File: src/rtl/div_pkg.sv
// Shared constants and state encoding for the sequential MIPS DIV/DIVU unit.
package div_pkg;

  localparam int unsigned W     = 32;
  localparam int unsigned CNT_W = 5;

  localparam logic [W-1:0] DZ_QUOT = 32'hFFFF_FFFF;

  typedef enum logic [2:0] {
    IDLE = 3'd0,
    PREP = 3'd1,
    ITER = 3'd2,
    FIX  = 3'd3,
    DONE = 3'd4
  } state_e;

endpackage

File: src/rtl/div_seq_if.sv
// Request/result bundle between the pipeline (master) and the divider (slave).
interface div_seq_if #(
  parameter int unsigned W = 32
);

  logic         start;
  logic         is_signed;
  logic [W-1:0] sr;
  logic [W-1:0] tg;
  logic         busy;
  logic         done;
  logic [W-1:0] lo;
  logic [W-1:0] hi;
  logic         dz;

  modport master (
    output start, is_signed, sr, tg,
    input  busy, done, lo, hi, dz
  );

  modport slave (
    input  start, is_signed, sr, tg,
    output busy, done, lo, hi, dz
  );

endinterface

File: src/rtl/div_seq_sub.sv
// The existing W-bit subtractor: res = sr - tg - bin, CF = borrow out, OF = signed overflow.
module Sub #(
  parameter int unsigned W = 32
) (
  input  logic [W-1:0] sr,
  input  logic [W-1:0] tg,
  input  logic         bin,
  output logic [W-1:0] res,
  output logic         CF,
  output logic         OF
);

  logic [W:0] diff;

  always_comb begin
    diff = {1'b0, sr} - {1'b0, tg} - {{W{1'b0}}, bin};
    res  = diff[W-1:0];
    CF   = diff[W];
    OF   = (sr[W-1] ^ tg[W-1]) & (sr[W-1] ^ diff[W-1]);
  end

endmodule

File: src/rtl/div_seq.sv
// Restoring 32-bit divider for DIV/DIVU: one shared subtractor, 32 iterations,
// quotient to LO and remainder to HI with sign fix-up on the magnitudes.
module div_seq #(
  parameter int unsigned W     = div_pkg::W,
  parameter int unsigned CNT_W = div_pkg::CNT_W
) (
  input  logic     clk,
  input  logic     rst_n,
  div_seq_if.slave bus
);

  import div_pkg::*;

  state_e           state_q, state_d;
  logic [CNT_W-1:0] cnt_q, cnt_d;
  logic [W-1:0]     sr_q, sr_d;
  logic [W-1:0]     tg_q, tg_d;
  logic             sgn_q, sgn_d;
  logic [W-1:0]     d_q, d_d;
  logic [W-1:0]     q_q, q_d;
  logic [W-1:0]     r_q, r_d;
  logic             neg_q_q, neg_q_d;
  logic             neg_r_q, neg_r_d;
  logic [W-1:0]     lo_q, lo_d;
  logic [W-1:0]     hi_q, hi_d;
  logic             dz_q, dz_d;

  logic [W-1:0] s_val;
  logic [W-1:0] sub_res;
  logic         sub_cf;
  logic         sub_of_unused;
  logic         take;
  logic [W-1:0] abs_sr;
  logic [W-1:0] abs_tg;

  // Partial remainder shifted left with the next dividend bit; R[31] is the
  // bit pushed out, which forces the subtraction regardless of borrow.
  assign s_val = {r_q[W-2:0], q_q[W-1]};
  assign take  = r_q[W-1] | ~sub_cf;

  assign abs_sr = (sgn_q && sr_q[W-1]) ? (~sr_q + W'(1)) : sr_q;
  assign abs_tg = (sgn_q && tg_q[W-1]) ? (~tg_q + W'(1)) : tg_q;

  Sub #(.W(W)) u_sub (
    .sr  (s_val),
    .tg  (d_q),
    .bin (1'b0),
    .res (sub_res),
    .CF  (sub_cf),
    .OF  (sub_of_unused)
  );

  always_comb begin
    state_d = state_q;
    cnt_d   = cnt_q;
    sr_d    = sr_q;
    tg_d    = tg_q;
    sgn_d   = sgn_q;
    d_d     = d_q;
    q_d     = q_q;
    r_d     = r_q;
    neg_q_d = neg_q_q;
    neg_r_d = neg_r_q;
    lo_d    = lo_q;
    hi_d    = hi_q;
    dz_d    = dz_q;

    unique case (state_q)
      IDLE: begin
        if (bus.start) begin
          sr_d    = bus.sr;
          tg_d    = bus.tg;
          sgn_d   = bus.is_signed;
          state_d = PREP;
        end
      end
      PREP: begin
        if (tg_q == '0) begin
          dz_d    = 1'b1;
          lo_d    = DZ_QUOT;
          hi_d    = sr_q;
          state_d = DONE;
        end else begin
          d_d     = abs_tg;
          q_d     = abs_sr;
          neg_q_d = sgn_q & (sr_q[W-1] ^ tg_q[W-1]);
          neg_r_d = sgn_q & sr_q[W-1];
          r_d     = '0;
          cnt_d   = '0;
          state_d = ITER;
        end
      end
      ITER: begin
        if (take) begin
          r_d = sub_res;
          q_d = {q_q[W-2:0], 1'b1};
        end else begin
          r_d = s_val;
          q_d = {q_q[W-2:0], 1'b0};
        end
        if (cnt_q == CNT_W'(W-1)) begin
          state_d = FIX;
        end else begin
          cnt_d = cnt_q + 1'b1;
        end
      end
      FIX: begin
        lo_d    = neg_q_q ? (~q_q + W'(1)) : q_q;
        hi_d    = neg_r_q ? (~r_q + W'(1)) : r_q;
        dz_d    = 1'b0;
        state_d = DONE;
      end
      DONE: begin
        state_d = IDLE;
      end
      default: begin
        state_d = IDLE;
      end
    endcase
  end

  always_ff @(posedge clk or negedge rst_n) begin
    if (!rst_n) begin
      state_q <= IDLE;
      cnt_q   <= '0;
      sr_q    <= '0;
      tg_q    <= '0;
      sgn_q   <= 1'b0;
      d_q     <= '0;
      q_q     <= '0;
      r_q     <= '0;
      neg_q_q <= 1'b0;
      neg_r_q <= 1'b0;
      lo_q    <= '0;
      hi_q    <= '0;
      dz_q    <= 1'b0;
    end else begin
      state_q <= state_d;
      cnt_q   <= cnt_d;
      sr_q    <= sr_d;
      tg_q    <= tg_d;
      sgn_q   <= sgn_d;
      d_q     <= d_d;
      q_q     <= q_d;
      r_q     <= r_d;
      neg_q_q <= neg_q_d;
      neg_r_q <= neg_r_d;
      lo_q    <= lo_d;
      hi_q    <= hi_d;
      dz_q    <= dz_d;
    end
  end

  assign bus.busy = (state_q != IDLE);
  assign bus.done = (state_q == DONE);
  assign bus.lo   = lo_q;
  assign bus.hi   = hi_q;
  assign bus.dz   = dz_q;

endmodule

File: src/flat_wrapper.sv
// flat-port wrapper written by rule: the top's interface ports become plain ports
module div_seq_flat import div_pkg::*;
#(
  parameter int unsigned W     = div_pkg::W,
  parameter int unsigned CNT_W = div_pkg::CNT_W
)
  (clk, rst_n, bus_start, bus_is_signed, bus_sr, bus_tg, bus_busy, bus_done, bus_lo, bus_hi, bus_dz);
  div_seq_if #(.W(W)) bus_i ();
  input  logic clk;
  input  logic rst_n;
  input wire logic [$bits(bus_i.start)-1:0] bus_start;
  input wire logic [$bits(bus_i.is_signed)-1:0] bus_is_signed;
  input wire logic [$bits(bus_i.sr)-1:0] bus_sr;
  input wire logic [$bits(bus_i.tg)-1:0] bus_tg;
  output wire logic [$bits(bus_i.busy)-1:0] bus_busy;
  output wire logic [$bits(bus_i.done)-1:0] bus_done;
  output wire logic [$bits(bus_i.lo)-1:0] bus_lo;
  output wire logic [$bits(bus_i.hi)-1:0] bus_hi;
  output wire logic [$bits(bus_i.dz)-1:0] bus_dz;
  assign bus_i.start = bus_start;
  assign bus_i.is_signed = bus_is_signed;
  assign bus_i.sr = bus_sr;
  assign bus_i.tg = bus_tg;
  assign bus_busy = bus_i.busy;
  assign bus_done = bus_i.done;
  assign bus_lo = bus_i.lo;
  assign bus_hi = bus_i.hi;
  assign bus_dz = bus_i.dz;
  div_seq #(.W(W), .CNT_W(CNT_W)) u_core (.clk(clk), .rst_n(rst_n), .bus(bus_i));
endmodule
File: config.mk
export PLATFORM = sky130hd
export DESIGN_NAME = div_seq_flat
export DESIGN_NICKNAME = d
export VERILOG_FILES = /design/src/rtl/div_pkg.sv /design/src/rtl/div_seq_if.sv /design/src/rtl/div_seq_sub.sv /design/src/rtl/div_seq.sv /design/src/flat_wrapper.sv
export SDC_FILE = /design/constraint.sdc
export NUM_CORES = 1
export LEC_CHECK = 0
export CORE_MARGIN = 5
export CORE_UTILIZATION = 65
export CTS_CLUSTER_SIZE = 14
export DETAILED_ROUTE_END_ITERATION = 8
export DONT_BUFFER_PORTS = 1
export MAX_ROUTING_LAYER = met4
export PLACE_DENSITY = 0.79
export SYNTH_ARGS = -nofsm -noshare
export SYNTH_HDL_FRONTEND = slang
export SYNTH_SLANG_ARGS = --single-unit
File: constraint.sdc
create_clock -name clk -period 4.3 [get_ports clk]
set_input_delay 0.645 -clock clk [delete_from_list [all_inputs] [get_ports clk]]
set_output_delay 0.645 -clock clk [all_outputs]
set_load 0.01 [all_outputs]
Word-level counts from Yosys, hierarchy flattened
Cells that the tools add are included.
{"block": "word_totals", "regBits": 236, "out_inout_bits": 67, "wordCells": 75, "input_bits": 68}
{"block": "classes", "n_addsub": 6, "reduce_logical": 13, "n_bitwise": 10, "muxes": 23, "eq_ne": 10}
{"cell": "two-way mux 32 bit", "n": 9}
{"cell": "case mux 32 bit (2 select lines)", "n": 4}
{"cell": "adder 32 x 1 -> 32 bit, second input constant", "n": 4}
{"cell": "inverter 32 bit", "n": 4}
{"cell": "subtractor 32 x 32 -> 33 bit", "n": 1}
{"cell": "logical NOT 32 bit", "n": 1}
{"cell": "case mux 3 bit (4 select lines)", "n": 1}
{"cell": "two-way mux 5 bit", "n": 2}
{"cell": "case mux 5 bit (2 select lines)", "n": 1}
{"cell": "AND reduction 2 bit", "n": 5}
{"cell": "two-way mux 3 bit", "n": 3}
{"cell": "== test 3 x 2 -> 1 bit, second input constant", "n": 2}
{"cell": "!= test 2 bit, second input constant", "n": 3}
{"cell": "adder 5 x 1 -> 5 bit, second input constant", "n": 1}
{"cell": "== test 5 bit, second input constant", "n": 1}
{"cell": "!= test 2 x 1 -> 1 bit, second input constant", "n": 2}
{"cell": "nonzero test 2 bit", "n": 2}
{"cell": "== test 3 x 1 -> 1 bit, second input constant", "n": 1}
{"cell": "== test 3 bit, second input constant", "n": 1}
{"cell": "logical NOT 3 bit", "n": 1}
{"cell": "AND reduction 3 bit", "n": 1}
{"cell": "nonzero test 3 bit", "n": 1}
{"cell": "bitwise AND 1 bit", "n": 2}
{"cell": "logical AND 1 bit", "n": 2}
{"cell": "other kinds (5)", "n": 7}

Longest topological paths before layout
{"block": "depth", "word_depth": 5, "mapped_depth": 14, "mapped_depth_nobuf": 12}

Modules after synthesis
A second synthesis with hierarchy kept.
{"block": "hier_totals", "hier_cells": 1605, "hier_area_um2": 14864.3}
{"mod": "div_seq", "n_inst": 1, "cells_each": 1229, "seq_area_each_um2": 5905.7, "area_per_inst_um2": 12303.0}
{"mod": "Sub", "n_inst": 1, "cells_each": 376, "seq_area_each_um2": 0.0, "area_per_inst_um2": 2561.2}

Worst setup path before layout
No wires, ideal clock.
{"block": "synth_path", "path_kind": "register to register", "from": "reg u_core.q_q[10]", "to": "reg u_core.lo_q[30], in the netlist u_core.bus.lo[30]", "arrival_ps": 2884, "stages_incl_launch_ff": 9, "path_buffers": 0, "setup_ps": 127, "period_less_slack_ps": 3011, "slack_ps": 1289, "t_required_ps": 4173, "cell_sequence": "dfrtp_1 or3_4 or4_4 or4_4 or3_4 or4_4 o31ai_4 xor2_1 o21ai_1"}
{"block": "synth_via", "elab_chain_len": 4}
{"item": "start, declared", "line_no": "div_seq.sv:20", "text": "logic [W-1:0] q_q, q_d;"}
{"item": "start signal, assigned", "line_no": "div_seq.sv:144", "text": "q_q <= q_d;"}
{"item": "inverter 32 bit", "line_no": "div_seq.sv:108", "text": "lo_d = neg_q_q ? (~q_q + W'(1)) : q_q;"}
{"item": "adder 32 x 1 -> 32 bit", "line_no": "div_seq.sv:108"}
{"item": "two-way mux 32 bit", "line_no": "div_seq.sv:108"}
{"item": "case mux 32 bit (2 select lines)", "line_no": "div_seq.sv:68", "text": "unique case (state_q)"}
{"item": "end signal, assigned", "line_no": "div_seq.sv:148", "text": "lo_q <= lo_d;"}
{"item": "end, declared", "line_no": "div_seq.sv:24", "text": "logic [W-1:0] lo_q, lo_d;"}
Every way passes these cells.
A chain may end at the register's enable or synchronous reset.

Worst setup path after layout
{"block": "layout_path", "from": "reg u_core.tg_q[5]", "to": "reg u_core.lo_q[25], in the netlist u_core.bus.lo[25]"}
{"block": "layout_via", "elab_chain_len": 3}
{"item": "start, declared", "line_no": "div_seq.sv:17", "text": "logic [W-1:0] tg_q, tg_d;"}
{"item": "start signal, assigned", "line_no": "div_seq.sv:141", "text": "tg_q <= tg_d;"}
{"item": "logical NOT 32 bit", "line_no": "div_seq.sv:78", "text": "if (tg_q == '0) begin"}
{"item": "!= test 2 x 1 -> 1 bit (no line)"}
{"item": "AND reduction 2 bit (no line)"}
Every way passes these cells.

==> results.md <==
* DP Wirelength at 23.9 mm
* Total CTS buffers at 26
* Die Y at 156 um
* Worst R2R Path Depth at 8
* Final setup vio count at 0
* Reg-to-reg setup timing slack at 0.59 ns
* Drt drc at 0
* Slew margin rel. at 0.261
* Metal1 wirelength at 13.9 mm
* Setup TNS at 0 ns
* RR Endpoint: u_core.bus.lo[25]
* FF+latch count, synth at 236
* Number of enable flip-flop cells after synthesis at 0
* Sequential fraction of the synthesis area at 0.426
* Async SR Flop Fraction at 1.00
* Data arrival time of the worst path at 4.17 ns
* Hold Crit Class: input pin to async pin
* Mapped Area at 0.0139 mm^2
* Outcome: finished with violations
* Via count at 11,000
* Crit. End Element: flop
* Initial core utilization at 0.659
* Crit-path max FO at 21
* Met2 wire length at 16.2 mm
* Wirelength per Cell at 18.5 um
* DR iter-0 viols at 860
* Area post-placement at 0.0140 mm^2
* Critical path data required time at 4.77 ns
* Most used DFF post-synth: dfrtp_1
* Max-cap violations at 0
* Layout cell share with drive strength beyond 1 at 0.102
* First-pass GRT wire length at 53.9 mm
* Pre-antenna DRT Iters at 8
* Min cycle time layout at 3.71 ns
* Port bufs at 0
* Clock Latency Late Sink at 0.54 ns
* Antenna Nets Post-Route at 0
* RSZ-0062 raised after global routing: no
* Vias per inst at 6.19
* Vias in the first global route at 10,600
* YS warnings at 0
* Final Instance Area at 0.0149 mm^2
* Uppermost layer routed: met4
* Peak supply drop at 0.504 mV
* Core Area at 0.0210 mm^2
* Synthesized netlist cell count at 1,526
* Longest Clk Path Bufs at 3
* Max-slew violations at 0
* IO Count at 135
* WL met3 at 2.11 mm
* Period Utilization, post-route at 0.862
* Synthesized net count at 1,633
* Fin. Hold Viols at 236
* Final WL at 33.1 mm
* Final hold slack at -0.199 ns
* Layout fillers at 1,573
* # H-tree levels at 1
* Reg2reg start: u_core.tg_q[5]
* Cts repair resizes at 0
* Die width at 156 um
* Crit path launch: u_core.tg_q[5]
* GRT Overall Usage at 0.276
* Critical path startpoint category: flop
* DIE AREA at 0.0243 mm^2
* Fmax at 270 MHz
* Clock skew at 0.0172 ns
* Synth cell types at 67
* Nets at 1,594
* WS Path Type: flop to flop
* Syn Area/Cell at 9.08 um^2
* Violated checks: negative hold slack
* Initial antenna violation count at 2
* Gpl congestion at 0.908
* Clock sink total at 236
* Largest net degree at the start of global routing at 237
* Pwr dens at 931 mW/mm^2
* Clk slew on worst S/H paths at 0.06 ns
* FP Rows at 53
* CTS tree: yes
* Leak pwr at 6.23 nW
* GRT overflow at 0
* Root Buffer Master: clkbuf_16
* Slew at the pin closest to its max-slew limit at 1.11 ns
* Synthesis-to-finish area growth at 7.40%
-- layout by cell type, fill, tap and decap left out, types with 11 or more instances in the layout --
cell type	synthesis	final
ha_1	38	38
mux2i_1	35	35
or4_1	11	11
xor2_1	62	62
clkbuf_16	0	26
nor2_1	108	106
and3_1	12	11
o211ai_1	12	12
nor3_1	33	33
xnor2_1	83	83
or3_1	14	14
a31oi_1	15	15
o31ai_1	26	26
a21oi_1	88	88
a21o_1	15	15
nand3_1	21	21
buf_4	0	17
inv_1	51	51
nand2_1	181	181
dfrtp_1	236	236
o41ai_1	12	12
o21ai_0	209	209
mux2_2	60	60
-- metrics by stage --
step / setup slack (ns) / power, W / hold WS (ns) / instances / util
floorplan: 1.29 / 0.00997 / 0.349 / 1526 / -
global placement: 0.702 / 0.0113 / 0.357 / 1734 / 0.667
detailed placement: 0.610 / 0.0116 / 0.355 / 1734 / 0.667
CTS: 0.620 / 0.0138 / -0.212 / 1781 / 0.708
global route: 0.377 / 0.0150 / -0.216 / 1783 / 0.708
finish: 0.593 / 0.0138 / -0.199 / 1783 / 0.708
-- flip-flops by register name, indices dropped and copies added, names as in the netlist, 3 cells and up --
register and flops:
u_core.bus.hi 32, u_core.bus.lo 32, u_core.d_q 32, u_core.q_q 32, u_core.r_q 32, u_core.sr_q 32
u_core.tg_q 32, u_core.cnt_q 5, u_core.state_q 3
-- repair_timing --
| action | in CTS | in global routing |
|---|---|---|
| buffers inserted | 0 | 0 |
| endpoints found under the setup margin | 0 | 0 |
| hold endpoints to repair | 236 | 236 |
-- logic make-up after synthesis --
kind of cell	Yosys count	synth area share
and+or+nand+nor	444	0.149
AOI/OAI and AO/OA	431	0.184
DFF	236	0.426
xor gates and xnor gates	145	0.0916
buffers and inverters	136	0.0391
muxes	95	0.0740
adders and majority gates	39	0.0358
-- power by group --
part           internal (W)  switching (W)
sequential          0.00329        0.00148
clock               0.00126       0.000900
combinational       0.00304        0.00387
total               0.00760        0.00625
-- synth_stat cells (all sizes together), types with 35 or more instances --
master / number / share of area
mux2: 60 / 0.049
nor2: 108 / 0.029
a21oi: 88 / 0.032
nand2: 181 / 0.049
inv: 51 / 0.014
dfrtp: 236 / 0.43
xor2: 62 / 0.039
mux2i: 35 / 0.025
xnor2: 83 / 0.052
clkbuf: 72 / 0.020
ha: 38 / 0.034
o21ai: 212 / 0.077
-- routing by layer --
layer | track usage | up-vias
met4 | 0.0738 | 0
met5 | - | -
li1 | - | 5320
met2 | 0.467 | 380
met1 | 0.351 | 5270
met3 | 0.0386 | 70
-- cell type report --
type	instances	area (um^2)	area share
antenna	2	5.00	0.000336
clock buffer	36	778	0.0523
clock inverter	11	71.3	0.00479
inverter	51	191	0.0129
multi-input combinational	1154	7440	0.500
sequential	236	5910	0.397
tap	275	344	0.0231
timing repair buffer	18	148	0.00992
-- how the worst max path moves through the flow --
stage                                   end  slack [ns]  depth (start not counted)
after global routing      u_core.bus.lo[25]        0.38                          8
final                     u_core.bus.lo[25]        0.59                          8
after floorplan           u_core.bus.lo[30]        1.29                          8
after CTS                 u_core.bus.lo[25]        0.62                          8
after global placement    u_core.bus.lo[31]        0.70                          8
after detailed placement  u_core.bus.lo[25]        0.61                          8
-- worst max-delay path: stages, from the launching register on --
cell and delay [ns]:
dfrtp_1 0.41, or4_1 0.62, nor4_2 0.37, and2_0 0.38
nand2_1 0.18, nor3b_2 0.56, and3_1 0.72, or2_2 0.24
a2bb2oi_1 0.14
Power figures use the tool's default switching activity.
